[src/rtl/debug_tx_pkg.sv]
// rtl/debug_tx_pkg.sv - shared constants and FSM encoding for the debug TX word sender
package debug_tx_pkg;

    localparam int BYTE_W = 8;
    localparam int WORD_W = 32;

    localparam logic [WORD_W-1:0] END_DATA_WORD = 32'h656E6464;

    localparam logic [1:0] ST_IDLE  = 2'd0;
    localparam logic [1:0] ST_START = 2'd1;
    localparam logic [1:0] ST_WAIT  = 2'd2;
    localparam logic [1:0] ST_CHK   = 2'd3;

    function automatic logic [BYTE_W-1:0] msb_byte(input logic [WORD_W-1:0] word);
        return word[WORD_W-1 -: BYTE_W];
    endfunction

endpackage

[src/rtl/sync_fifo.sv]
// rtl/sync_fifo.sv - single-clock FIFO with first-word fall-through head, push+pop allowed when full
module sync_fifo #(
    parameter int WIDTH      = 32,
    parameter int ADDR_WIDTH = 5
) (
    input  logic                  i_clk,
    input  logic                  i_reset,
    input  logic                  push,
    input  logic [WIDTH-1:0]      push_data,
    input  logic                  pop,
    output logic [WIDTH-1:0]      head,
    output logic                  full,
    output logic                  empty,
    output logic [ADDR_WIDTH:0]   count
);

    localparam int DEPTH = 1 << ADDR_WIDTH;

    logic [WIDTH-1:0]      mem [DEPTH];
    logic [ADDR_WIDTH-1:0] wr_ptr;
    logic [ADDR_WIDTH-1:0] rd_ptr;
    logic                  do_push;
    logic                  do_pop;

    // A pop frees the slot this same edge, so a full FIFO can still take a push.
    assign do_push = push && (!full || pop);
    assign do_pop  = pop && !empty;

    assign full  = (count == (ADDR_WIDTH+1)'(DEPTH));
    assign empty = (count == '0);
    assign head  = mem[rd_ptr];

    always_ff @(posedge i_clk) begin
        if (do_push) begin
            mem[wr_ptr] <= push_data;
        end
    end

    always_ff @(posedge i_clk) begin
        if (i_reset) begin
            wr_ptr <= '0;
            rd_ptr <= '0;
            count  <= '0;
        end else begin
            if (do_push) begin
                wr_ptr <= wr_ptr + 1'b1;
            end
            if (do_pop) begin
                rd_ptr <= rd_ptr + 1'b1;
            end
            count <= count + {{ADDR_WIDTH{1'b0}}, do_push} - {{ADDR_WIDTH{1'b0}}, do_pop};
        end
    end

endmodule

[src/rtl/debug_tx_word_sender.sv]
// rtl/debug_tx_word_sender.sv - buffers 32-bit debug words and sends them MSB-first as bytes; DBG_TX_CHECKSUM_EN adds XOR byte after "endd"
module debug_tx_word_sender
    import debug_tx_pkg::*;
#(
    parameter int FIFO_ADDR_WIDTH = 5,
    parameter int WORD_BYTES      = 4
) (
    input  logic              i_clk,
    input  logic              i_reset,
    input  logic              i_write_en,
    input  logic [WORD_W-1:0] i_data,
    output logic              o_full,
    output logic              o_empty,
    output logic              o_overflow,
    output logic              o_tx_start,
    output logic [BYTE_W-1:0] o_tx_data,
    input  logic              i_tx_done,
    output logic              o_busy
);

    localparam logic [FIFO_ADDR_WIDTH:0] FIFO_DEPTH = (FIFO_ADDR_WIDTH+1)'(1 << FIFO_ADDR_WIDTH);

    logic [1:0]               state;
    logic [WORD_W-1:0]        shreg;
    logic [1:0]               byte_cnt;
    logic                     tx_start_q;
    logic [BYTE_W-1:0]        tx_data_q;
    logic                     overflow_q;

    logic [WORD_W-1:0]        fifo_head;
    logic                     fifo_full;
    logic                     fifo_empty;
    logic [FIFO_ADDR_WIDTH:0] fifo_count;
    logic                     fifo_pop;

    logic                     done_wait;
    logic                     word_last;
    logic                     go_chk;
    logic                     chk_done;
    logic [BYTE_W-1:0]        chk_byte;

    sync_fifo #(
        .WIDTH      (WORD_W),
        .ADDR_WIDTH (FIFO_ADDR_WIDTH)
    ) u_fifo (
        .i_clk     (i_clk),
        .i_reset   (i_reset),
        .push      (i_write_en),
        .push_data (i_data),
        .pop       (fifo_pop),
        .head      (fifo_head),
        .full      (fifo_full),
        .empty     (fifo_empty),
        .count     (fifo_count)
    );

    assign done_wait = (state == ST_WAIT) && i_tx_done;
    assign word_last = (byte_cnt == 2'(WORD_BYTES - 1));

`ifdef DBG_TX_CHECKSUM_EN
    logic [BYTE_W-1:0] chk_xor;
    logic              is_end;

    assign go_chk   = done_wait && word_last && is_end;
    // The first CHK cycle carries the start pulse, so a done there is not ours.
    assign chk_done = (state == ST_CHK) && i_tx_done && !tx_start_q;
    assign chk_byte = chk_xor ^ tx_data_q;

    always_ff @(posedge i_clk) begin
        if (i_reset) begin
            chk_xor <= '0;
            is_end  <= 1'b0;
        end else begin
            if (chk_done) begin
                chk_xor <= '0;
            end else if (done_wait) begin
                chk_xor <= chk_xor ^ tx_data_q;
            end
            if (fifo_pop) begin
                is_end <= (fifo_head == END_DATA_WORD);
            end
        end
    end
`else
    assign go_chk   = 1'b0;
    assign chk_done = 1'b0;
    assign chk_byte = '0;
`endif

    // Pop from IDLE, or straight after a finished word/checksum so words go back-to-back.
    assign fifo_pop = !fifo_empty &&
                      ((state == ST_IDLE) || (done_wait && word_last && !go_chk) || chk_done);

    always_ff @(posedge i_clk) begin
        if (i_reset) begin
            state      <= ST_IDLE;
            shreg      <= '0;
            byte_cnt   <= '0;
            tx_start_q <= 1'b0;
            tx_data_q  <= '0;
            overflow_q <= 1'b0;
        end else begin
            tx_start_q <= 1'b0;
            if (i_write_en && fifo_full && !fifo_pop) begin
                overflow_q <= 1'b1;
            end
            case (state)
                ST_START: state <= ST_WAIT;
                ST_WAIT: begin
                    if (i_tx_done) begin
                        if (!word_last) begin
                            byte_cnt   <= byte_cnt + 1'b1;
                            shreg      <= shreg << BYTE_W;
                            tx_data_q  <= shreg[WORD_W-BYTE_W-1 -: BYTE_W];
                            tx_start_q <= 1'b1;
                            state      <= ST_START;
                        end else if (go_chk) begin
                            tx_data_q  <= chk_byte;
                            tx_start_q <= 1'b1;
                            state      <= ST_CHK;
                        end else begin
                            state <= ST_IDLE;
                        end
                    end
                end
                ST_CHK: begin
                    if (chk_done) begin
                        state <= ST_IDLE;
                    end
                end
                default: state <= ST_IDLE;
            endcase
            // Loading a new word overrides any IDLE transition chosen above.
            if (fifo_pop) begin
                shreg      <= fifo_head;
                tx_data_q  <= msb_byte(fifo_head);
                byte_cnt   <= '0;
                tx_start_q <= 1'b1;
                state      <= ST_START;
            end
        end
    end

    assign o_full     = (fifo_count == FIFO_DEPTH);
    assign o_empty    = fifo_empty;
    assign o_overflow = overflow_q;
    assign o_tx_start = tx_start_q;
    assign o_tx_data  = tx_data_q;
    assign o_busy     = (state != ST_IDLE);

endmodule

[config.mk]
export PLATFORM = sky130hd
export DESIGN_NAME = debug_tx_word_sender
export DESIGN_NICKNAME = d
export VERILOG_FILES = /design/src/rtl/debug_tx_pkg.sv /design/src/rtl/sync_fifo.sv /design/src/rtl/debug_tx_word_sender.sv
export SDC_FILE = /design/constraint.sdc
export NUM_CORES = 1
export LEC_CHECK = 0
export BUFFER_PORTS_ARGS = -buffer_cell sky130_fd_sc_hd__buf_2
export CAP_MARGIN = 0
export CORE_ASPECT_RATIO = 1.5
export CORE_MARGIN = 4
export CORE_UTILIZATION = 50
export CTS_CLUSTER_SIZE = 40
export DETAILED_ROUTE_END_ITERATION = 10
export GPL_TIMING_DRIVEN = 0
export HOLD_SLACK_MARGIN = 0.12
export PLACE_DENSITY = 0.64
export SLEW_MARGIN = 10
export SYNTH_ARGS = -nofsm -noshare
export SYNTH_HDL_FRONTEND = slang
export SYNTH_SLANG_ARGS = --single-unit
[constraint.sdc]
create_clock -name i_clk -period 4.8 [get_ports i_clk]
set_input_delay 1.44 -clock i_clk [delete_from_list [all_inputs] [get_ports i_clk]]
set_output_delay 1.44 -clock i_clk [all_outputs]
set_load 0.02 [all_outputs]
==> key figures, run 1 <==
Outcome
  – Status: finished, final reports clean

Clocking
  – CTS resizes: 0
  – CTS Hold Bufs: 0
  – Clk sinks: 1,083
  – Clk slew on worst S/H paths: 60 ps
  – CTS H-tree lvls: 3
  – CTS tree: yes
  – Clock buffer depth: 3
  – TritonCTS Buffers: 99
  – Latest clock arrival within the worst-skew pair: 670 ps
  – Postcts setup bufs: 0
  – Clock root buffer: clkbuf_16

Critical path
  – Crit path max fanout: 18
  – CP startpoint kind: input port
  – Buf+Inv Stages, Crit Path: 2
  – Worst R2R Setup Slack: 930 ps
  – Crit. End Element: flip-flop
  – Crit path kind: in2reg
  – RR Startpoint: u_fifo.count[2]
  – CP top delay family: simple AND/OR/NAND/NOR gates
  – CP Cell Sequence: buf_2, a21boi_0, o31ai_1, nand3_1, nor2_4, buf_12
  – Critical Path RT: 5150 ps
  – Critical Path Source: i_tx_done
  – Critical path's slowest cell: nor2_4
  – Critical Path AT: 4440 ps
  – Crit path largest cell delay: 950 ps

Power and ir drop
  – Internal power: 17,360 uW
  – Sw frac: 0.2767
  – Psw: 6639 uW
  – Flop pwr share: 0.452
  – Clock power frac: 0.331
  – VDD IR max: 323.5 uV
  – PwrDens: 505.5 mW/mm^2
  – P_leak: 0.01463 uW
  – Logic pwr share: 0.217

Placed design
  – Final Wtd Congestion: 0.8187
  – Dpl hpwl: 75,670 um
  – Setup WS pre-CTS: 33.06 ps
  – Port Buf Inserts: 48

Global route
  – Global router's overall resource usage: 0.2592
  – Initial antenna violation count: 0
  – First-pass GRT wire length: 161,700 um
  – Largest net degree at the start of global routing: 33
  – Vias in the first global route: 22,260
  – GRT Residual Overflow: 0

Timing
  – Final Slew Violations: 0
  – Final Worst Setup Slack: 711.9 ps
  – Setup total negative slack: 0 ps
  – RSZ-0062 raised after global routing: false
  – Max Clock Skew: 28.35 ps
  – Hold Vio Cnt, Final: 0
  – Final setup viols: 0
  – Slew headroom: 0.2457
  – Min Tclk post-route: 4088 ps
  – Fmax: 244.6 MHz
  – Final period utilization: 0.8517
  – Worst-Margin Slew: 1131 ps
  – Worst Hold Slack: 471.5 ps

Synth
  – Top FF cell, synth: edfxtp_1
  – XOR/XNOR Fraction of Synth Area: 0.002535
  – Sequential cell area fraction in the yosys report: 0.7701
  – Synth Area in Compound Gates: 0.04475
  – Adder-Cell Fraction of Synth Area: 0.005009
  – Synth warn: 0
  – Largest family of logic cells by synthesized area: multiplexers
  – Mapped Cells: 1,974
  – Number of synthesized flops with an enable pin: 1,024
  – Synthesized area per cell: 21.01 um^2
  – Cell area after synthesis: 0.04146 mm^2
  – Async SR Flop Fraction: 0
  – Post-synth cell types: 57
  – Mapped Nets: 2,026
  – Post-synthesis sequential element count: 1,083
  – Multiplexer area fraction after synthesis: 0.1457
  – Simple-Gate Fraction of Synth Area: 0.01593

Cells and area
  – Layout Area Growth over Synthesis: 14.48%
  – Layout cells sized above 1: 0.2500
  – Nets: 2,221
  – Layout fillers: 5,936
  – Antenna diodes: 0
  – Post-Route Utilization: 0.5767

Drt
  – DRT iter0 DRCs: 2,460
  – DRT antenna net count: 0
  – DRT Wirelength: 113,800 um
  – Drt drc: 0
  – Avg WL per Cell: 34.53 um
  – Routed vias/inst: 6.457
  – Via count: 21,280
  – Initial DRT Pass Iterations: 5

Die
  – Core Rows: 129
  – Die area: 0.08770 mm^2
  – Core ar.: 0.08232 mm^2
  – Die width: 243.1 um
  – Die Height: 360.7 um
  – Initial Util: 0.5037
  – # IOs: 49

Hold path
  – Hold path startpoint: o_overflow
  – HP Class: reg2reg

Flow run
  – Maxcap violations: 0
==> per-layer routing <==
layer  vias up  global-route usage  part of all wire
met5         -                   0                 0
met2      1016              0.4508              0.52
li1       8676                   -                 -
met1     11320              0.3206              0.37
met4         0              0.1293             0.054
met3       265             0.03597             0.064
==> Yosys cell counts (all sizes together), types with 8 or more instances <==
cell / count / share of area
buf: 75 / 0.011
nand2: 28 / 0.0025
inv: 14 / 0.0013
o2bb2ai: 20 / 0.0042
a211oi: 44 / 0.0080
dfxtp: 59 / 0.028
a22o: 20 / 0.0042
clkbuf: 36 / 0.0033
o22ai: 38 / 0.0057
a32o: 8 / 0.0019
o221ai: 26 / 0.0055
mux4: 191 / 0.10
ha: 15 / 0.0045
edfxtp: 1024 / 0.74
mux2i: 143 / 0.035
a22oi: 33 / 0.0060
a21oi: 33 / 0.0040
nor2: 60 / 0.0056
mux2: 24 / 0.0065
==> metrics by stage <==
stage	cell area, um^2	cells	total power, uW
2_1_floorplan	41460	1974	14450
3_5_place_dp	44210	3115	16260
5_1_grt	47470	3296	24770
6_report	47470	3296	24000
4_1_cts	47450	3295	24110
3_3_place_gp	43020	3070	16130
==> state kept, by name (all words and copies together), names as in the netlist, named ones only <==
name / cells
byte_cnt: 2
shreg: 24
u_fifo.count: 6
o_overflow: 1
o_tx_start: 1
state: 2
u_fifo.mem: 1024
u_fifo.wr_ptr: 5
u_fifo.rd_ptr: 5
o_tx_data: 8
==> placed cells by master, fill, tap and decap left out, types with 15 or more instances in the layout <==
cell,count
a211oi_1,44
a21oi_1,33
a22o_1,20
a22oi_1,33
buf_12,38
buf_2,96
buf_4,16
clkbuf_1,55
clkbuf_16,103
clkinv_1,15
clkinv_2,16
dfxtp_1,59
edfxtp_1,1024
ha_1,15
mux2_2,24
mux2i_1,143
mux4_2,181
nand2_1,28
nor2_1,27
nor2_4,33
o221ai_1,26
o22ai_1,38
o2bb2ai_1,20
==> worst paths after layout <==
check,end,cells after the start
worst max register to register,u_fifo.mem[19][8],7
worst min register to register,o_overflow,2
worst min-delay path,o_overflow,2
worst max-delay path,u_fifo.mem[19][8],6
==> power groups by stage <==
stage / sequential (uW) / combinational, uW / clock (uW)
after global placement: 11000 / 5090 / 0
after global routing: 10800 / 5500 / 8420
final: 10800 / 5210 / 7940
after detailed placement: 11000 / 5230 / 0
after floorplan: 11000 / 3470 / 0
after CTS: 10800 / 5250 / 8030
==> logic make-up after synthesis <==
family	Yosys count
buf+inv	125
fa+ha+maj	16
xor+xnor	12
simple gates	132
mux	358
compound gates	248
flops	1083
==> cell type report <==
| cell class | instances | area, um^2 | share of cell area |
|---|---|---|---|
| Buffer | 111 | 611.8 | 0.01289 |
| Clock buffer | 126 | 2694 | 0.05675 |
| Clock inverter | 54 | 544.3 | 0.01147 |
| Inverter | 14 | 52.55 | 0.001107 |
| Multi-Input combinational cell | 766 | 9116 | 0.1920 |
| Sequential cell | 1083 | 31930 | 0.6727 |
| Tap cell | 1048 | 1311 | 0.02762 |
| Timing Repair Buffer | 94 | 1209 | 0.02546 |
==> tightest hold or removal path, cell delays in order, from the launching register on <==
cell	delay [ps]
dfxtp_1	320
a21oi_1	40
nor2_1	70
No activity file was read; power rests on OpenSTA's default activity.
==> inputs of run 2 (changes only) <==
--- a/config.mk
+++ b/config.mk
@@ -14,7 +14,7 @@
 export DETAILED_ROUTE_END_ITERATION = 10
 export GPL_TIMING_DRIVEN = 0
 export HOLD_SLACK_MARGIN = 0.12
-export PLACE_DENSITY = 0.64
+export PLACE_DENSITY_LB_ADDON = 0.1
 export SLEW_MARGIN = 10
 export SYNTH_ARGS = -nofsm -noshare
 export SYNTH_HDL_FRONTEND = slang
==> key figures, run 2 (synthesis gave the netlist of run 1 again) <==
Clocking
  – CTS tree: yes
  – Clock root buffer: clkbuf_16
  – Clk slew on worst S/H paths: 60 ps
  – TritonCTS Buffers: 98
  – Latest clock arrival within the worst-skew pair: 680 ps
  – CTS resizes: 0
  – Postcts setup bufs: 0
  – CTS H-tree lvls: 3
  – CTS Hold Bufs: 0
  – Clk sinks: 1,083
  – Clock buffer depth: 3

Critical path
  – Crit path kind: in2reg
  – Critical Path Source: i_tx_done
  – RR Startpoint: u_fifo.count[2]
  – Crit path max fanout: 18
  – Crit. End Element: flip-flop
  – Critical Path AT: 4490 ps
  – Critical Path RT: 5150 ps
  – CP startpoint kind: input port

Timing
  – Setup total negative slack: 0 ps
  – Final setup viols: 0
  – Max Clock Skew: 28.54 ps
  – Hold Vio Cnt, Final: 0
  – Worst Hold Slack: 474.6 ps
  – Fmax: 241.2 MHz
  – Slew headroom: 0.1779
  – RSZ-0062 raised after global routing: false
  – Worst-Margin Slew: 1233 ps
  – Min Tclk post-route: 4146 ps
  – Final Slew Violations: 0
  – Final Worst Setup Slack: 653.8 ps
  – Final period utilization: 0.8638

Die
  – Die area: 0.08770 mm^2
  – Die width: 243.1 um
  – Core ar.: 0.08232 mm^2
  – # IOs: 49
  – Die Height: 360.7 um
  – Initial Util: 0.5037
  – Core Rows: 129

Cells and area
  – Most frequent cells in the layout: 1,024 x edfxtp_1, 181 x mux4_2, 143 x mux2i_1
  – Layout cells sized above 1: 0.2530
  – Nets: 2,228
  – Post-Layout Cell Count: 3,305
  – Antenna diodes: 0
  – Layout Area Growth over Synthesis: 14.92%
  – Max reg flops: 1,024
  – Most common cell after layout, fill and taps aside: edfxtp_1
  – Most flop-heavy register: u_fifo.mem

Global route
  – Largest net degree at the start of global routing: 33
  – GRT Residual Overflow: 0
  – Initial antenna violation count: 0
  – First-pass GRT wire length: 163,600 um
  – Global router's overall resource usage: 0.2645
  – Vias in the first global route: 22,010

Power and ir drop
  – PwrDens: 504.2 mW/mm^2
  – Overall power: 24,020 uW
  – VDD IR max: 332.5 uV
  – P_leak: 0.01473 uW

Drt
  – Routed vias/inst: 6.448
  – DRT iter0 DRCs: 2,112
  – DRT antenna net count: 0
  – DRT Wirelength: 116,500 um
  – Drt drc: 0
  – Avg WL per Cell: 35.26 um
  – Via count: 21,310
  – Initial DRT Pass Iterations: 5

Hold path
  – Hold path startpoint: o_overflow
  – HP Class: reg2reg

Placed design
  – Inst Count DP: 3,124
  – Port Buf Inserts: 48
  – Setup WS pre-CTS: -37.08 ps
  – Dpl hpwl: 77,600 um
  – Final Wtd Congestion: 0.8211

Flow run
  – Maxcap violations: 0

Outcome
  – Status: finished, final reports clean
run 2: cell count changes in the layout (fill, tap and decap cells not counted), sizes merged:
| cell | change |
|---|---|
| buf | +8 |
| bufinv | +1 |
| clkinv | +3 |
| clkinvlp | -6 |
| inv | +3 |
run 2: per-layer routing:
metal / wire length (um) / global-route usage / part of all wire / up-vias
li1: - / - / - / 8702
met2: 60350 / 0.4640 / 0.52 / 956
met3: 7513 / 0.03761 / 0.064 / 238
met1: 43670 / 0.3368 / 0.37 / 11410
met4: 4995 / 0.1008 / 0.043 / 0
met5: 0 / 0 / 0 / -
run 2: area by class of cell:
cell class,instances,area (um^2)
Clock inverter,55,595.6
Timing Repair Buffer,102,1404
Tap cell,1048,1311
Inverter,14,52.55
Multi-Input combinational cell,766,9116
Buffer,111,613.1
Clock buffer,126,2629
Fill cell,6005,34660
Sequential cell,1083,31930
run 2: worst paths after layout:
kind	to	slack, ps	cells past startpoint
worst max-delay path	u_fifo.mem[7][3]	650	6
worst min-delay path	o_overflow	470	2
worst max register to register	u_fifo.mem[7][3]	880	7
worst min register to register	o_overflow	470	2
run 2: power by group:
group / internal (uW) / switching, uW
clock: 4480 / 3440
sequential: 10600 / 230
combinational: 2220 / 3030
total: 17300 / 6700
run 2: through the flow:
stage            util  area, um^2
3_5_place_dp   0.5397       44430
4_1_cts        0.5789       47650
6_report       0.5789       47650
3_3_place_gp   0.5226       43020
2_1_floorplan       -       41460
5_1_grt        0.5789       47650
run 2: worst max-delay path: stages:
cell      delay [ps]
buf_2             90
a21boi_0         150
o31ai_1          640
nand3_1          850
nor2_4           980
buf_12           280
==> inputs of run 3 (changes only) <==
--- a/config.mk
+++ b/config.mk
@@ -5,6 +5,7 @@
 export SDC_FILE = /design/constraint.sdc
 export NUM_CORES = 1
 export LEC_CHECK = 0
+export ABC_AREA = 1
 export BUFFER_PORTS_ARGS = -buffer_cell sky130_fd_sc_hd__buf_2
 export CAP_MARGIN = 0
 export CORE_ASPECT_RATIO = 1.5
==> constraint.sdc (replaced) <==
create_clock -name i_clk -period 4.8 [get_ports i_clk]
set_input_delay 1.44 -clock i_clk [delete_from_list [all_inputs] [get_ports i_clk]]
set_output_delay 1.44 -clock i_clk [all_outputs]
set_load 0.1 [all_outputs]
==> key figures, run 3 <==
Cells and area
  – Post-Route Utilization: 0.5745
  – Max reg flops: 1,024
  – Final Cell Area: 0.04982 mm^2
  – Nets: 3,996
  – Antenna diodes: 0
  – Layout Area Growth over Synthesis: 13.73%
  – Most frequent cells in the layout: 1,365 x nand2_1, 1,024 x edfxtp_1, 793 x nand3_1
  – Most flop-heavy register: u_fifo.mem
  – Layout fillers: 7,214
  – Most common cell after layout, fill and taps aside: nand2_1
  – Layout cells sized above 1: 0.1140

Synth
  – Synthesized area per cell: 11.69 um^2
  – Number of synthesized flops with an enable pin: 1,024
  – Mapped Nets: 3,800
  – Top FF cell, synth: edfxtp_1
  – Post-synthesis sequential element count: 1,083
  – Mapped Cells: 3,748
  – Area contributors post-synth: edfxtp_1 70%, nand2_1 12%, nand3_1 9.1%, dfxtp_1 2.7%, buf_2 1.6%
  – Post-synth cell types: 33
  – Top-area cell type share of the netlist area: 0.7020
  – Commonest cells in the netlist: 1,365 x nand2_1, 1,024 x edfxtp_1, 793 x nand3_1
  – Top-count cell post-synth: nand2_1
  – Synth warn: 0
  – Cell area after synthesis: 0.04380 mm^2
  – Async SR Flop Fraction: 0
  – Sequential cell area fraction in the yosys report: 0.7290
  – Area leader, netlist: edfxtp_1

Critical path
  – Critical path's slowest cell: nor2_4
  – RR Endpoint: u_fifo.mem[20][11]
  – Crit path largest cell delay: 760 ps
  – Crit. End Element: flip-flop
  – Setup crit end: u_fifo.mem[20][11]
  – CP Cell Sequence: buf_2, nand3_1, nand2_1, nand2_4, a21boi_4, nand2_1, nor2_4, buf_16, buf_16
  – Worst reg-to-reg path cell count: 8
  – RR Startpoint: state[0]
  – Critical Path Source: i_tx_done
  – Critical Path AT: 4110 ps
  – CP startpoint kind: input port
  – Crit path kind: in2reg
  – Critical Path RT: 5190 ps
  – Crit path max fanout: 14
  – Worst R2R Setup Slack: 1380 ps

Power and ir drop
  – VDD IR max: 406.5 uV
  – PwrDens: 523.3 mW/mm^2
  – P_leak: 0.01816 uW

Clocking
  – Clk slew on worst S/H paths: 70 ps
  – TritonCTS Buffers: 96
  – Latest clock arrival within the worst-skew pair: 700 ps
  – CTS H-tree lvls: 3
  – CTS resizes: 0
  – Clk sinks: 1,083
  – Postcts setup bufs: 0
  – CTS Hold Bufs: 0
  – Clock root buffer: clkbuf_16
  – CTS tree: yes
  – Clock buffer depth: 3

Flow run
  – Maxcap violations: 0

Hold path
  – HP Class: reg2reg

Die
  – Core ar.: 0.08671 mm^2
  – Initial Util: 0.5052
  – # IOs: 49
  – Die area: 0.09250 mm^2
  – Die Height: 370.5 um
  – Core Rows: 132
  – Die width: 249.7 um

Timing
  – Min Tclk post-route: 3715 ps
  – Hold Vio Cnt, Final: 0
  – Max Clock Skew: 22.24 ps
  – Final Slew Violations: 0
  – Worst-Margin Slew: 978.0 ps
  – Final setup viols: 0
  – Slew headroom: 0.3445
  – RSZ-0062 raised after global routing: false
  – Final period utilization: 0.7739
  – Fmax: 269.2 MHz

Placed design
  – Final Wtd Congestion: 0.9319
  – DP Area: 0.04669 mm^2
  – Dpl hpwl: 93,720 um
  – Port Buf Inserts: 48

Drt
  – Avg WL per Cell: 26.01 um
  – DRT iter0 DRCs: 2,652
  – DRT antenna net count: 0
  – Via count: 29,260
  – Initial DRT Pass Iterations: 5
  – DRT Wirelength: 134,300 um
  – Drt drc: 0
  – Routed vias/inst: 5.665

Global route
  – Global router's overall resource usage: 0.2875
  – Largest net degree at the start of global routing: 33
  – Initial antenna violation count: 3
  – First-pass GRT wire length: 190,800 um
  – GRT Residual Overflow: 0
  – Vias in the first global route: 28,280

Outcome
  – Status: finished, final reports clean
==> run 3: worst min path at each step <==
stage / start / end / slack, ps / cells after the start
6_report: byte_cnt[1] / byte_cnt[1] / 470 / 2
5_1_grt: shreg[2] / shreg[2] / 500 / 2
4_1_cts: byte_cnt[1] / byte_cnt[1] / 470 / 2
3_5_place_dp: shreg[4] / shreg[4] / 460 / 2
3_3_place_gp: o_overflow / o_overflow / 450 / 2
2_1_floorplan: byte_cnt[1] / byte_cnt[1] / 440 / 2
==> run 3: kinds of logic after synthesis <==
family	count (synthesis)	synth area share
adders and majority gates	16	0.004742
AOI/OAI and AO/OA	153	0.01902
DFF	1083	0.7290
and+or+nand+nor	2220	0.2140
buffers and inverters	275	0.03305
xor gates and xnor gates	1	0.0002000
==> run 3: per-stage QoR <==
| step | power (uW) | setup TNS (ps) | hold WS, ps | setup WS [ps] | instances |
|---|---|---|---|---|---|
| 2_1_floorplan | 15670 | 0 | 444.3 | 218.6 | 3748 |
| 3_3_place_gp | 18320 | -1815330 | 449.5 | -3508 | 4935 |
| 3_5_place_dp | 18450 | 0 | 462.0 | 450.5 | 4985 |
| 4_1_cts | 26130 | 0 | 474.3 | 1192 | 5165 |
| 5_1_grt | 27210 | 0 | 502.1 | 1122 | 5165 |
| 6_report | 26070 | 0 | 472.1 | 1085 | 5165 |
==> run 3: routing by layer <==
| metal | vias to the layer above | GRT usage | wire [um] | part of all wire |
|---|---|---|---|---|
| li1 | 13560 | - | - | - |
| met5 | - | 0 | 13 | 0.000097 |
| met2 | 1223 | 0.5200 | 69430 | 0.52 |
| met1 | 14130 | 0.3269 | 47770 | 0.36 |
| met3 | 347 | 0.03780 | 8067 | 0.060 |
| met4 | 2 | 0.1669 | 9043 | 0.067 |
==> run 3: cell type report <==
type | count | area, um^2 | area share
Timing Repair Buffer | 98 | 1227 | 0.02464
Buffer | 234 | 1286 | 0.02582
Tap cell | 1139 | 1425 | 0.02861
Sequential cell | 1083 | 31930 | 0.6410
Inverter | 41 | 161.4 | 0.003240
Multi-Input combinational cell | 2390 | 10660 | 0.2139
Clock buffer | 129 | 2577 | 0.05174
Clock inverter | 51 | 550.5 | 0.01105
==> run 3: worst max-delay path, delay by kind of cell <==
kind                   cells  cell delay, ps
and+or+nand+nor            5            1770
buffers and inverters      3             580
AOI/OAI and AO/OA          1             270
==> run 3: report_power, final <==
group	leakage (uW)	switching [uW]	internal, uW	total, uW
clock network	0.00152	3430	4330	7760
registers	0.00971	127	10600	10700
logic	0.00694	5550	2060	7610
